===== src/rtl/iob_halfdup_pkg.sv =====
`default_nettype none
// ============================================================================
// Module      : iob_halfdup_pkg
// Description : Shared state encoding and width helper for the half-duplex
//               pad sequencer.
// Revision    : 1.0 - initial release
// ============================================================================
package iob_halfdup_pkg;

  localparam int STATE_W = 3;

  // Sequencer states, 3-bit encoding
  typedef enum logic [STATE_W-1:0] {
    ST_IDLE = 3'd0,
    ST_TX   = 3'd1,
    ST_TURN = 3'd2,
    ST_RX   = 3'd3,
    ST_RESP = 3'd4,
    ST_GAP  = 3'd5
  } state_e;

  // Bits needed to hold the values 0..n inclusive
  function automatic int len_width(input int n);
    return $clog2(n + 1);
  endfunction

endpackage
`default_nettype wire


===== src/rtl/iob_halfdup_bit_timer.sv =====
`default_nettype none
// ============================================================================
// Module      : iob_halfdup_bit_timer
// Description : Bit-period timer. Counts DIV cycles per period, raises a
//               mid-period sample strobe, and counts down a number of
//               periods loaded at the start of each phase.
// Revision    : 1.0 - initial release
// ============================================================================
module iob_halfdup_bit_timer
  import iob_halfdup_pkg::*;
#(
  parameter int DIV   = 4,
  parameter int PER_W = 4
) (
  input  logic             clk_i,
  input  logic             rst_i,
  input  logic             load_i,
  input  logic [PER_W-1:0] periods_i,
  input  logic             run_i,
  output logic             sample_o,
  output logic             wrap_o,
  output logic             done_o
);

  localparam int                CNT_W    = $clog2(DIV);
  localparam logic [CNT_W-1:0]  CNT_LAST = CNT_W'(DIV - 1);
  localparam logic [CNT_W-1:0]  CNT_MID  = CNT_W'(DIV / 2);

  logic [CNT_W-1:0] cnt_q, cnt_d;
  logic [PER_W-1:0] per_q, per_d;

  assign wrap_o   = run_i && (cnt_q == CNT_LAST);
  assign sample_o = run_i && (cnt_q == CNT_MID);
  assign done_o   = wrap_o && (per_q == PER_W'(1));

  // Next-count: a load restarts the period, otherwise count and wrap
  always_comb begin
    cnt_d = cnt_q;
    per_d = per_q;
    if (load_i) begin
      cnt_d = '0;
      per_d = periods_i;
    end else if (run_i) begin
      if (cnt_q == CNT_LAST) begin
        cnt_d = '0;
        per_d = per_q - PER_W'(1);
      end else begin
        cnt_d = cnt_q + CNT_W'(1);
      end
    end
  end

  // Counter registers
  always_ff @(posedge clk_i) begin
    if (rst_i) begin
      cnt_q <= '0;
      per_q <= '0;
    end else begin
      cnt_q <= cnt_d;
      per_q <= per_d;
    end
  end

endmodule
`default_nettype wire


===== src/rtl/iob_halfdup_ctrl.sv =====
`default_nettype none
// ============================================================================
// Module      : iob_halfdup_ctrl
// Description : Half-duplex sequencer for one shared bidirectional pad.
//               Serialises a transmit field MSB first, inserts turnaround
//               gaps, samples a receive field and returns it on a
//               valid/ready response port.
// Revision    : 1.0 - initial release
// ============================================================================
module iob_halfdup_ctrl
  import iob_halfdup_pkg::*;
#(
  parameter int DATA_W = 8,
  parameter int DIV    = 4,
  parameter int TURN   = 2,
  localparam int LEN_W = len_width(DATA_W)
) (
  input  logic              clk_i,
  input  logic              rst_i,
  input  logic              req_valid_i,
  output logic              req_ready_o,
  input  logic [DATA_W-1:0] req_tx_data_i,
  input  logic [LEN_W-1:0]  req_tx_len_i,
  input  logic [LEN_W-1:0]  req_rx_len_i,
  output logic              rsp_valid_o,
  input  logic              rsp_ready_i,
  output logic [DATA_W-1:0] rsp_data_o,
  output logic              pad_out_o,
  output logic              pad_en_o,
  input  logic              pad_in_i,
  output logic              busy_o
);

  localparam int              PER_W   = len_width((DATA_W > TURN) ? DATA_W : TURN);
  localparam logic [LEN_W-1:0] LEN_MAX = LEN_W'(DATA_W);

  state_e            state_q, state_d;
  logic              pad_en_q, pad_en_d;
  logic              pad_out_q, pad_out_d;
  logic              rsp_valid_q, rsp_valid_d;
  logic [DATA_W-1:0] rsp_data_q, rsp_data_d;
  logic [DATA_W-1:0] tx_sh_q, tx_sh_d;
  logic [DATA_W-1:0] rx_sh_q, rx_sh_d;
  logic [LEN_W-1:0]  rx_len_q, rx_len_d;

  logic [LEN_W-1:0]  tx_len_c, rx_len_c;
  logic [DATA_W-1:0] tx_aligned;
  logic              tmr_load, tmr_run, tmr_sample, tmr_wrap, tmr_done;
  logic [PER_W-1:0]  tmr_periods;

  // Over-length requests are clamped; tx data is moved to the top so the
  // shift register always emits from its MSB.
  assign tx_len_c   = (req_tx_len_i > LEN_MAX) ? LEN_MAX : req_tx_len_i;
  assign rx_len_c   = (req_rx_len_i > LEN_MAX) ? LEN_MAX : req_rx_len_i;
  assign tx_aligned = req_tx_data_i << (LEN_MAX - tx_len_c);

  assign tmr_run = (state_q == ST_TX) || (state_q == ST_TURN) ||
                   (state_q == ST_RX) || (state_q == ST_GAP);

  iob_halfdup_bit_timer #(
    .DIV   (DIV),
    .PER_W (PER_W)
  ) u_timer (
    .clk_i     (clk_i),
    .rst_i     (rst_i),
    .load_i    (tmr_load),
    .periods_i (tmr_periods),
    .run_i     (tmr_run),
    .sample_o  (tmr_sample),
    .wrap_o    (tmr_wrap),
    .done_o    (tmr_done)
  );

  // Sequencer next-state and next-output logic
  always_comb begin
    state_d     = state_q;
    pad_en_d    = pad_en_q;
    pad_out_d   = pad_out_q;
    rsp_valid_d = rsp_valid_q;
    rsp_data_d  = rsp_data_q;
    tx_sh_d     = tx_sh_q;
    rx_sh_d     = rx_sh_q;
    rx_len_d    = rx_len_q;
    tmr_load    = 1'b0;
    tmr_periods = '0;
    case (state_q)
      ST_IDLE: begin
        if (req_valid_i) begin
          rx_len_d = rx_len_c;
          rx_sh_d  = '0;
          if (tx_len_c != '0) begin
            state_d     = ST_TX;
            pad_en_d    = 1'b1;
            pad_out_d   = tx_aligned[DATA_W-1];
            tx_sh_d     = tx_aligned << 1;
            tmr_load    = 1'b1;
            tmr_periods = PER_W'(tx_len_c);
          end else if (rx_len_c != '0) begin
            state_d     = ST_TURN;
            tmr_load    = 1'b1;
            tmr_periods = PER_W'(TURN);
          end else begin
            state_d     = ST_RESP;
            rsp_valid_d = 1'b1;
            rsp_data_d  = '0;
          end
        end
      end
      ST_TX: begin
        if (tmr_done) begin
          pad_en_d  = 1'b0;
          pad_out_d = 1'b0;
          if (rx_len_q != '0) begin
            state_d     = ST_TURN;
            tmr_load    = 1'b1;
            tmr_periods = PER_W'(TURN);
          end else begin
            state_d     = ST_RESP;
            rsp_valid_d = 1'b1;
            rsp_data_d  = '0;
          end
        end else if (tmr_wrap) begin
          pad_out_d = tx_sh_q[DATA_W-1];
          tx_sh_d   = tx_sh_q << 1;
        end
      end
      ST_TURN: begin
        if (tmr_done) begin
          state_d     = ST_RX;
          tmr_load    = 1'b1;
          tmr_periods = PER_W'(rx_len_q);
        end
      end
      ST_RX: begin
        if (tmr_sample) begin
          rx_sh_d = (rx_sh_q << 1) | DATA_W'(pad_in_i);
        end
        if (tmr_done) begin
          state_d     = ST_RESP;
          rsp_valid_d = 1'b1;
          rsp_data_d  = rx_sh_d;
        end
      end
      ST_RESP: begin
        if (rsp_ready_i) begin
          state_d     = ST_GAP;
          rsp_valid_d = 1'b0;
          tmr_load    = 1'b1;
          tmr_periods = PER_W'(TURN);
        end
      end
      ST_GAP: begin
        if (tmr_done) begin
          state_d = ST_IDLE;
        end
      end
      default: state_d = ST_IDLE;
    endcase
  end

  // Sequencer registers; reset aborts any transaction and releases the pad
  always_ff @(posedge clk_i) begin
    if (rst_i) begin
      state_q     <= ST_IDLE;
      pad_en_q    <= 1'b0;
      pad_out_q   <= 1'b0;
      rsp_valid_q <= 1'b0;
      rsp_data_q  <= '0;
      tx_sh_q     <= '0;
      rx_sh_q     <= '0;
      rx_len_q    <= '0;
    end else begin
      state_q     <= state_d;
      pad_en_q    <= pad_en_d;
      pad_out_q   <= pad_out_d;
      rsp_valid_q <= rsp_valid_d;
      rsp_data_q  <= rsp_data_d;
      tx_sh_q     <= tx_sh_d;
      rx_sh_q     <= rx_sh_d;
      rx_len_q    <= rx_len_d;
    end
  end

  assign req_ready_o = (state_q == ST_IDLE) && !rst_i;
  assign busy_o      = (state_q != ST_IDLE);
  assign rsp_valid_o = rsp_valid_q;
  assign rsp_data_o  = rsp_data_q;
  assign pad_out_o   = pad_out_q;
  assign pad_en_o    = pad_en_q;

endmodule
`default_nettype wire


===== config.mk =====
export PLATFORM = sky130hd
export DESIGN_NAME = iob_halfdup_ctrl
export DESIGN_NICKNAME = d
export VERILOG_FILES = /design/src/rtl/iob_halfdup_pkg.sv /design/src/rtl/iob_halfdup_bit_timer.sv /design/src/rtl/iob_halfdup_ctrl.sv
export SDC_FILE = /design/constraint.sdc
export NUM_CORES = 1
export LEC_CHECK = 0
export ABC_AREA = 1
export BUFFER_PORTS_ARGS = -buffer_cell sky130_fd_sc_hd__clkbuf_2
export CORE_ASPECT_RATIO = 0.75
export CORE_MARGIN = 2
export CORE_UTILIZATION = 36
export DETAILED_ROUTE_END_ITERATION = 16
export PLACE_DENSITY = 0.59
export SLEW_MARGIN = 20
export SYNTH_ARGS = -nofsm -noshare
export SYNTH_HDL_FRONTEND = slang
export SYNTH_SLANG_ARGS = --single-unit

===== constraint.sdc =====
create_clock -name clk_i -period 2 [get_ports clk_i]
set_clock_uncertainty 0.15 [all_clocks]
set_input_delay 0.2 -clock clk_i [delete_from_list [all_inputs] [get_ports clk_i]]
set_output_delay 0.2 -clock clk_i [all_outputs]
set_load 0.03 [all_outputs]

# Word level (Yosys, flattened, before mapping)
# Index checks and enable logic that the tools add are counted.
dict set report totals {
  ff_bits 40
  out_inout_bits 13
}
dict set report op_classes {
  n_shift 1
  n_lt_le_gt_ge 2
  bitwise 1
  n_reduce_logical 29
  eq_ne 21
  muxes 64
  add_sub_neg 3
}
# operator n
set op_table {}
lappend op_table {{$mux W8} 12}
lappend op_table {{$mux W4} 8}
lappend op_table {{$pmux W8 S2} 2}
lappend op_table {{$mux W3} 9}
lappend op_table {{$pmux W8 S3} 1}
lappend op_table {{$ne A2 B2 Y1 const B} 11}
lappend op_table {{$mux W1} 21}
lappend op_table {{$pmux W3 S6} 1}
lappend op_table {{$pmux W4 S4} 1}
lappend op_table {{$reduce_bool A4 Y1} 4}
lappend op_table {{$mux W2} 5}
lappend op_table {{$gt A4 B4 Y1 const B} 2}
lappend op_table {{$or A8 B1 Y8} 1}
lappend op_table {{$pmux W1 S4} 2}
lappend op_table {{$reduce_and A4 Y1} 2}
lappend op_table {{$reduce_and A8 Y1} 1}
lappend op_table {{$reduce_bool A2 Y1} 4}
lappend op_table {{$shl A8 B4 Y8} 1}
lappend op_table {{$reduce_and A7 Y1} 1}
lappend op_table {{$eq A3 B2 Y1 const B} 2}
lappend op_table {{$eq A3 B3 Y1 const B} 2}
lappend op_table {{$reduce_and A2 Y1} 3}
lappend op_table {{$reduce_and A6 Y1} 1}
lappend op_table {{$reduce_bool A3 Y1} 2}
lappend op_table {{15 further kinds} 22}

# Logic depth before layout (Yosys ltp)
# Gate-level depths: netlist of the first run.
dict set report depth {
  ltp_word 10
  depth_mapped 16
}

# Modules after synthesis
# From an unflattened synthesis of the first run, not the netlist that was laid out.
dict set report hier_totals {
  hier_cells 365
  hier_area_um2 2417.3
}
# module seq_area_each_um2 instances cells_per_inst area_per_inst_um2
set by_module_without_submodules {}
lappend by_module_without_submodules {iob_halfdup_ctrl 660.6 1 313 2025.7}
lappend by_module_without_submodules {iob_halfdup_bit_timer 120.1 1 52 391.6}

# Worst setup path after synthesis of the first run
# Ideal clock, no wire load.
dict set report synth_timing {
  path_kind {input -> register}
  from {input req_tx_len_i[0]}
  to {register tx_sh_q[2]}
  path_slack_ns -0.184
  cell_stages 14
  arrival_time_ns 1.964
  t_required_ns 1.780
  cell_sequence {buf_4 -> nor2_1 -> nand2_1 -> nand2_2 -> nand2_1 -> buf_2 -> ha_1 -> nand2_1 -> inv_1 -> a21oi_1 -> nand3b_2 -> inv_1 -> o21ai_0 -> a21oi_1}
}
dict set report synth_between {
  elab_chain_cells 7
}
# item line_no
set synth_lines {}
lappend synth_lines {{from (decl)} iob_halfdup_ctrl.sv:23} ;# input logic [LEN_W-1:0] req_tx_len_i,
lappend synth_lines {{$gt A4 B4 Y1} iob_halfdup_ctrl.sv:53} ;# assign tx_len_c = (req_tx_len_i > LEN_MAX) ? LEN_MAX : req_tx_len_i;
lappend synth_lines {{$mux W4 (*)} iob_halfdup_ctrl.sv:53}
lappend synth_lines {{$sub A4 B4 Y4} iob_halfdup_ctrl.sv:55} ;# assign tx_aligned = req_tx_data_i << (LEN_MAX - tx_len_c);
lappend synth_lines {{$shl A8 B4 Y8} iob_halfdup_ctrl.sv:55}
lappend synth_lines {{$mux W8} iob_halfdup_ctrl.sv:91} ;# if (tx_len_c != '0) begin
lappend synth_lines {{$mux W8} iob_halfdup_ctrl.sv:88} ;# if (req_valid_i) begin
lappend synth_lines {{$pmux W8 S2} iob_halfdup_ctrl.sv:86} ;# case (state_q)
lappend synth_lines {{to (signal assigned)} iob_halfdup_ctrl.sv:178} ;# tx_sh_q <= tx_sh_d;
lappend synth_lines {{to (decl)} iob_halfdup_ctrl.sv:42} ;# logic [DATA_W-1:0] tx_sh_q, tx_sh_d;
# Mark *: on every way between the ends. The rest lies on a longest branch, timed or not. The select of a mux whose other input is x is not followed.
# A chain may end at the register's enable or synchronous reset.

# Worst setup path in the final report of the first run
dict set report layout_timing {
  from {register u_timer.per_q[1]}
  to {register rsp_valid_q (netlist: rsp_valid_o)}
}
dict set report layout_between {
  elab_chain_cells 4
}
# item line_no
set layout_lines {}
lappend layout_lines {{from (decl)} iob_halfdup_bit_timer.sv:30} ;# logic [PER_W-1:0] per_q, per_d;
lappend layout_lines {{from (signal assigned)} iob_halfdup_bit_timer.sv:60} ;# per_q <= per_d;
lappend layout_lines {{$eq A4 B1 Y1 (*)} iob_halfdup_bit_timer.sv:34} ;# assign done_o = wrap_o && (per_q == PER_W'(1));
lappend layout_lines {{$logic_and A1 B1 Y1 (*)} iob_halfdup_bit_timer.sv:34}
lappend layout_lines {{$ne A2 B2 Y1 (no line)} -}
lappend layout_lines {{$reduce_and A8 Y1 (no line) (*)} -}
lappend layout_lines {{to (signal assigned)} iob_halfdup_ctrl.sv:176} ;# rsp_valid_q <= rsp_valid_d;
lappend layout_lines {{to (decl)} iob_halfdup_ctrl.sv:40} ;# logic rsp_valid_q, rsp_valid_d;
# Mark *: on every way between the ends. The rest lies on a longest branch, timed or not.

==> results summary, run 1 <==
The final count of pins violating max slew came to 0. The total wire length came out at 5.89 mm. In this run the static leakage power is between 1 and 1.5 nW. The die span in y is around 74 um. The post-synthesis sequential area ratio came out at 0.335.

The synthesized instance count is around 370. The first-pass GRT wire length came out at between 9 and 10 mm. The number of vias after detailed routing came out at roughly 2,400.

Leaving out fill and tap cells, the most frequent cell in the layout is nand2_1. The number of buffers created by CTS came out at 5. The total nets after synthesis came out at about 390. The count of state elements after synthesis came out at 39. The port buffer count is 33. The last weighted congestion value of the routability-driven placer is roughly 0.85. The number of distinct library cell variants in the gate-level netlist after synthesis came out at 36.

Headroom to the max-slew limit came out at 0.649. The tightest hold path in the finished design has a slack of 12.5 ps. In this run the standard cell core region covers ~0.0063 sq mm. The flow ran to the end, and the final reports show no timing, DRC or antenna violations. The number of buffers between clock root and the deepest sink is 2. The post-route minimum period is 1880 ps. The worst-path maximum fanout is 8. Setup slack on the worst reg-to-reg path comes out at about 120 ps. The count of TritonRoute iterations in the first routing pass is 4.

After filler insertion, the fill cell instance count of the layout stands at about 670. Summed over all failing endpoints, the final setup total negative slack is 0 ps. Of the cells placed in the final design, the portion with a size suffix greater than 1 is 0.196. CTS placed an instance of clkbuf_8 at the clock tree root. In the finished design, the share of the clock period the worst path needs comes to 0.939. The final design area excluding fillers is around 0.0028 sq mm. The worst reg2reg path depth is 8.

Leaving out fill and tap cells, the most frequent cells in the layout are nand2_1, inv_1, nor2_1, a21oi_1, dfxtp_1. The sort of element at the end of the critical path is a flip-flop. The HPWL after detailed placement came out at 4.67 mm. The final net count is 439. The TritonCTS clock tree is yes.

The worst setup path is launched from a flip-flop. The startpoint identified for the worst hold timing path is req_rx_len_i[2]. Across the VDD grid, the largest voltage drop is 0.737 mV. The mean instance size in the synthesized netlist came out at between 6 and 7 sq um.

The cell with the largest stage delay on the worst path is o21ai_0. The utilization of the core after routing is 0.451. The overall global routing resource usage is 0.172.

The class of the most critical hold timing path is in2reg. The signal on the critical path passes through inv_1 -> ha_1 -> nand2_1 -> nor2_4 -> o21ai_0 -> nor2_1 -> o21ai_0 -> nor2_1. The total design power is roughly 3.3 mW. The worst setup path category is reg2reg.

The final worst slack is approximately 120 ps. The floorplan die width is 97.0 um. The total of endpoints with negative setup slack in the final report is 0.

The count of maximum capacitance violations is 0. The number of antenna diodes in the final layout is 0. The number of nets with antenna violations after detailed routing came out at 0. The count of H-tree levels built during CTS came out at 2. For this design the ratio of total power to cell area is 1170 mW/mm^2. The upper clock frequency limit is 0.532 GHz. The via count of the first global-routing pass is between 2,000 and 2,500. After detailed routing, the number of remaining DRC violations is 0. For the worst setup path, the data required time is about 2000 ps. Row generation in the floorplan step produced 25 rows. The instance area after placement came out at between 0.002 and 0.003 sq mm. The slew at the pin closest to its max-slew limit is roughly 520 ps.

The number of clock sinks came out at 39. After detailed placement, the design holds a cell count of just under 500. The end of the worst register-to-register path is rsp_valid_o. The worst flop-to-flop path startpoint is u_timer.per_q[1]. The worst endpoint data arrival time came out at 1920 ps.

The starting density of the core came out at 0.371. The total grt overflow is 0. For this run, the number of standard cells in the final layout without fillers is roughly 500. The die area came out at between 0.007 and 0.008 sq mm. The path with the worst hold slack has its endpoint at rx_len_q[2]. For this block, the initial DRC count from the detailed router was around 150.

The post-synth design cell area came out at ~0.0023 sq mm. The final routed wire length divided by cell count is 11.9 um. The via density per instance is 4.81. The later-pin clock latency in the skew report is 300 ps. Pin placement for this block handled 34 I/O pins. The count of endpoints failing hold in the final timing report came out at 0. The signed area change from the synthesized netlist to the final layout is 21.4%. The yosys synthesis warning count came out at 0. The number of instances on the worst hold path came out at 3. OpenSTA, run right after detailed placement, puts the worst setup slack at -1.92 ps. In this design, the stage delay of the slowest critical-path cell is between 400 and 500 ps. The maximum number of pins on one net before global-route repair came out at 18.

The clock transition at the register clock pins on the worst setup and hold paths after CTS came out at roughly 80 ps. The initial antenna violation count came out at 0.
==> worst max path at each step <==
stage | start | to | slack [ps]
6_report | u_timer.per_q[1] | rsp_valid_o | 120
5_1_grt | u_timer.cnt_q[1] | u_timer.per_q[3] | -7
4_1_cts | state_q[2] | rsp_data_o[4] | 140
3_5_place_dp | req_tx_len_i[0] | rsp_data_o[6] | -2
3_3_place_gp | req_tx_len_i[0] | rsp_data_o[6] | 100
2_1_floorplan | req_tx_len_i[0] | rsp_data_o[1] | 10
==> worst max-delay path, delay by kind of cell (launching register included) <==
kind	cells	cell delay, ps
compound gates	2	610
simple gates	4	390
flops	1	370
fa+ha+maj	1	180
buf+inv	1	70
==> repair_timing <==
item | in CTS | in global routing
setup endpoints to repair | 0 | 14
gates resized for setup | 0 | 8
hold buffers | 2 | 0
buffers inserted | 0 | 0
hold endpoints to repair | 2 | 0
==> report_power, final <==
part / leakage [nW] / switching, mW / total [mW] / internal (mW)
Combinational: 0.964 / 1.01 / 1.55 / 0.547
Sequential: 0.319 / 0.124 / 1.08 / 0.955
Clock: 0.0612 / 0.293 / 0.697 / 0.404
==> cells in the mapped netlist <==
cell type,n,area share
a21oi_1,39,0.084
nand2_4,1,0.0048
buf_6,1,0.0048
nor2_4,2,0.0097
o21ai_1,1,0.0021
nand3_4,1,0.0075
nand4_1,3,0.0080
nor2_2,1,0.0027
nand2_2,3,0.0080
ha_1,5,0.027
a31oi_1,1,0.0027
xor2_1,3,0.011
a211oi_1,1,0.0032
a22oi_1,1,0.0032
nand2_1,95,0.15
o21a_1,2,0.0064
buf_4,3,0.0097
clkbuf_1,2,0.0032
nand3b_1,2,0.0064
inv_2,2,0.0032
buf_2,3,0.0064
nor2_1,41,0.066
o211a_1,1,0.0043
o21bai_1,1,0.0032
o21ai_0,26,0.056
nand3_1,26,0.056
nand3b_2,1,0.0048
o31ai_1,1,0.0032
dfxtp_1,39,0.33
nor3_1,3,0.0064
o211ai_1,2,0.0064
xnor2_1,1,0.0038
and3_1,1,0.0027
o22ai_1,3,0.0080
or2_2,1,0.0027
inv_1,47,0.076
==> layout make-up <==
| type | count | area [sq um] | area share |
|---|---|---|---|
| Clock inverter | 2 | 35.0 | 0.0124 |
| Sequential cell | 39 | 785 | 0.277 |
| Multi-Input combinational cell | 269 | 1350 | 0.477 |
| Inverter | 49 | 184 | 0.0649 |
| Tap cell | 81 | 101 | 0.0358 |
| Timing Repair Buffer | 49 | 294 | 0.104 |
| Clock buffer | 6 | 82.6 | 0.0291 |
==> sequential cells by signal, indices dropped and copies added (netlist names) <==
register,count
state_q,3
tx_sh_q,7
u_timer.per_q,4
rx_sh_q,8
pad_out_o,1
rsp_valid_o,1
rx_len_q,4
u_timer.cnt_q,2
rsp_data_o,8
pad_en_o,1
==> routing by layer <==
metal | part of all wire | GRT usage
met3 | 0.043 | 0.0390
met5 | 0 | 0
met4 | 0.011 | 0.0501
met1 | 0.54 | 0.250
met2 | 0.40 | 0.254
==> kinds of logic (layout without fill, tap and decap cells) <==
| logic type | Yosys count | count (layout) | synth area share |
|---|---|---|---|
| compound gates | 79 | 79 | 0.182 |
| xor+xnor | 4 | 4 | 0.0150 |
| fa+ha+maj | 5 | 5 | 0.0268 |
| buf+inv | 58 | 106 | 0.103 |
| flops | 39 | 39 | 0.335 |
| simple gates | 181 | 181 | 0.338 |
(Power assumes the default switching activity.)
==> inputs of run 2 (changes only) <==
--- a/config.mk
+++ b/config.mk
@@ -5,13 +5,13 @@
 export SDC_FILE = /design/constraint.sdc
 export NUM_CORES = 1
 export LEC_CHECK = 0
-export ABC_AREA = 1
 export BUFFER_PORTS_ARGS = -buffer_cell sky130_fd_sc_hd__clkbuf_2
 export CORE_ASPECT_RATIO = 0.75
 export CORE_MARGIN = 2
 export CORE_UTILIZATION = 36
 export DETAILED_ROUTE_END_ITERATION = 16
-export PLACE_DENSITY = 0.59
+export GPL_ROUTABILITY_DRIVEN = 0
+export PLACE_DENSITY = 0.57
 export SLEW_MARGIN = 20
 export SYNTH_ARGS = -nofsm -noshare
 export SYNTH_HDL_FRONTEND = slang
==> constraint.sdc (replaced) <==
create_clock -name clk_i -period 1.96 [get_ports clk_i]
set_clock_uncertainty 0.15 [all_clocks]
set_input_delay 0.196 -clock clk_i [delete_from_list [all_inputs] [get_ports clk_i]]
set_output_delay 0.196 -clock clk_i [all_outputs]
set_load 0.03 [all_outputs]
==> run 2 against run 1 <==
Effect of this change:
- the run now ends with negative setup slack left
- sequential power is 7% higher
- power grew 33%
- largest cell class unchanged
- core utilization rose by 13 points
- area after synthesis down 1.1%
- cell count is 8.1% lower
- critical path type unchanged
- highest routed layer unchanged
==> results summary, run 2 <==
The run finished, with violations left. The final reports fail on negative setup slack. The clock transition at the register clock pins on the worst setup and hold paths after CTS is 100 ps (+20 ps). The DRC violation count after routing is 0 (unchanged). The count of H-tree levels built during CTS is 2 (unchanged). The total inserted antenna cells is 0 (unchanged). The utilization of the core after routing is 0.580 (+0.129). The die span in y came out at 73.4 um (-0.51%).

The count of maximum capacitance violations is 0 (unchanged). The number of clock sinks was 39 (unchanged). TritonCTS built the clock tree. The yosys synthesis warning count is 0 (unchanged). The maximum ir drop on the vdd rail came to 0.433 mV (-41%). The number of inserted filler cells in the final layout is 558 (-16%). After synthesis, the most frequently instantiated cells are dfxtp_1, nor2_1, nand2_1. The first-pass GRT wire length is 11.5 mm (+16%).

The post-route minimum period came out at 2130 ps (+253 ps). The portion of total power attributed to sequential cells came out at 0.262 (-0.062). The final count of pins violating max slew came to 0 (unchanged). The final net count was 399 (-9.1%). The floorplan die width is 96.5 um (-0.52%).

The fraction of power consumed by combinational cells came to 0.575 (+0.108). The biggest area contributor in the post-synthesis netlist is dfxtp_1. The total nets after synthesis is 295 (-25%). The via density per instance was 5.44 (+13%). The switching fraction of total power is 0.414 (-0.0131). The switching component of the power is 1.84 mW (+29%). The count of TritonRoute iterations in the first routing pass was 4 (unchanged).

The maximum number of pins on one net before global-route repair came out at 19 (+1). The top cell types in the final layout, fill and taps aside, are buf_4, clkbuf_2, dfxtp_1, nor2_1, nand2_1. The most frequently used flop master after synthesis is dfxtp_1.

The total of endpoints with negative setup slack in the final report was 12 (+12). The worst slew margin relative to its limit is 0.608 (-0.0416). The data required time at the worst endpoint is 2070 ps (+20 ps). The post-synth design cell area is 0.00231 sq mm (-1.1%). In this run the critical register-to-register path is launched from rx_len_q[1]. The leading cell type by number of instances after synthesis is dfxtp_1. The worst setup path is of the reg2reg kind.

The starting density of the core is 0.369 (-0.00214). The HPWL after detailed placement is 4.90 mm (+5.0%). The worst hold path begins at req_rx_len_i[3]. The via count of the first global-routing pass is 2,279 (+6.1%). The number of enable-type register cells in the synthesized netlist came out at 0 (unchanged). The core footprint is 0.00626 sq mm (-0.50%). The count of boundary I/O pins is 34 (unchanged). The number of distinct library cell variants in the gate-level netlist after synthesis came out at 60 (+67%).

The worst-path maximum fanout came out at 5 (-3). The die area came out at 0.00708 sq mm (-1.0%). The upper clock frequency limit came out at 0.469 GHz (-12%). The area share of the leading cell type in the synthesized netlist came out at 0.338 (+0.00363). The final cell count without fillers is 455 (-8.1%). Traced cell by cell, the critical path runs through or4_4 -> a21boi_4 -> buf_12 -> o221ai_4 -> or3_1 -> a21oi_2.

The count of endpoints failing hold in the final timing report came out at 0 (unchanged). The number of buffers between clock root and the deepest sink came out at 2 (unchanged). The number of cell rows came out at 25 (unchanged).

The worst endpoint data arrival time came to 2240 ps (+320 ps). The internal power component came out at 2.59 mW (+36%). The post-placement worst setup slack came out at -341 ps (-339 ps). Leaving out fill and tap cells, the most frequent cell in the layout is buf_4.

The final worst slack came out at -171 ps (-293 ps). The cell sitting at the root of the clock tree is a clkbuf_8. The total wire length is 7.46 mm (+27%).

The family with the most delay on the worst path is simple AND/OR/NAND/NOR gates. The number of nets with antenna violations after detailed routing is 0 (unchanged). The share of total power in the clock network is 0.163 (-0.046). The type of origin of the critical path is a flip-flop.

The final routed wire length divided by cell count was 16.4 um (+38%). In this run the worst hold path is classified as in2reg. The port buffer count is 33 (unchanged). The number of buffers and inverters on the critical path came out at 1 (unchanged). The slew at the pin closest to its max-slew limit came to 587 ps (+66.6 ps).

The later-pin clock latency in the skew report came to 310 ps (about the same). The total instance count after detailed placement came out at 437 (-9.9%). The share of flip-flops with an asynchronous set or reset after synthesis came to 0 (unchanged). The initial antenna violation count came to 0 (unchanged). The mean instance size in the synthesized netlist is 8.58 sq um (+35%). Sorting the synthesized cells by area gives the leading types as dfxtp_1, mux2i_1, nor2_1. The delay of the slowest critical-path stage is 600 ps (+170 ps). The number of buffers created by CTS is 5 (unchanged). The power per standard cell area is 1220 mW/mm^2 (+4.0%). The number of violations reported at the end of detailed-routing iteration 0 came out at 171 (+13%). The synthesized instance count came out at 269 (-27%).

The number of vias after detailed routing is 2,475 (+3.9%). The total grt overflow is 0 (unchanged). The post-synthesis sequential area ratio came to 0.338 (+0.00363). The overall global routing resource usage came to 0.214 (+0.0420).

The sort of element at the end of the critical path is a flip-flop. Setup repair after global routing could not meet its margin everywhere. The proportion of layout cells with a drive suffix above 1 is 0.503 (+0.307).

The post-cts hold buffer count is 0 (-2). The most critical setup path has its startpoint at rx_len_q[1]. The count of state elements after synthesis is 39 (unchanged).

The signed area change from the synthesized netlist to the final layout is 57.1%. The total leakage power came to 1.50 nW (+11%). For this design, the slowest cell found on the critical path is or4_4.

The final worst-path cycle share is 1.09 (+0.148).
-- run 2: changes by cell type after synthesis, moves of 10 or more --
cell,previous run,this run
nand2_1,95,24
inv_1,47,5
nand3_1,26,2
o21ai_0,26,3
a21oi_1,39,22
mux2i_1,0,14
or3_1,0,10
-- run 2: cells by family after synthesis --
logic type / synth area share
AND/OR/NAND/NOR: 0.251
AO/OA/AOI/OAI: 0.240
flip-flops: 0.338
buffers and inverters: 0.0417
multiplexers: 0.0948
adder cells (fa/ha/maj): 0.0271
XOR/XNOR: 0.00759
-- run 2: final cells by class --
cell class | count | area, sq um | area share
Multi-Input combinational cell | 210 | 1800 | 0.497
Tap cell | 81 | 101 | 0.0280
Inverter | 5 | 23.8 | 0.00656
Sequential cell | 39 | 795 | 0.219
Clock inverter | 3 | 46.3 | 0.0128
Timing Repair Buffer | 112 | 790 | 0.218
Clock buffer | 5 | 68.8 | 0.0190
-- run 2: stage by stage --
| stage | TNS (ps) | cell area [sq um] | power (mW) | hold slack [ps] |
|---|---|---|---|---|
| after floorplan | -2260 | 2400 | 2.29 | 136 |
| after global placement | -6370 | 3130 | 3.06 | 295 |
| after detailed placement | -7290 | 3130 | 3.09 | 299 |
| after CTS | -920 | 3340 | 4.01 | 90.2 |
| after global routing | -2280 | 3630 | 4.70 | 97.4 |
| final | -1150 | 3630 | 4.43 | 94.2 |
-- run 2: worst register-to-register path, delay by kind of cell, from the launching register on --
family | cells | cell delay, ps
DFF | 1 | 320
buffers and inverters | 1 | 140
AOI/OAI and AO/OA | 3 | 510
and+or+nand+nor | 2 | 960
-- run 2: power groups by stage --
stage | clock network [mW] | registers [mW] | logic [mW]
after global routing | 0.764 | 1.19 | 2.75
after detailed placement | 0 | 1.11 | 1.98
after floorplan | 0 | 1.09 | 1.20
after CTS | 0.731 | 1.10 | 2.18
after global placement | 0 | 1.11 | 1.95
final | 0.721 | 1.16 | 2.55
-- run 2: timing repair --
action / 4_1_cts / 5_1_grt
cloned: 1 / 1
endpoints found under the setup margin: 31 / 33
pin swaps: 8 / 17
resized for setup: 20 / 41
setup buffers: 0 / 8
-- run 2: per-layer routing --
metal	wire (um)	global-route usage	up-vias
li1	-	-	1215
met1	3710	0.333	1183
met2	3270	0.299	68
met3	369	0.0369	9
met4	115	0.0610	0
met5	0	0	-
-- run 2: path summary, 6_finish.rpt --
| path | endpoint | slack (ps) | cells after the start |
|---|---|---|---|
| worst max register to register | rsp_data_o[3] | -170 | 6 |
| worst max-delay path | rsp_data_o[3] | -170 | 6 |
| worst min register to register | rsp_data_o[2] | 310 | 2 |
| worst min-delay path | rx_len_q[3] | 90 | 4 |
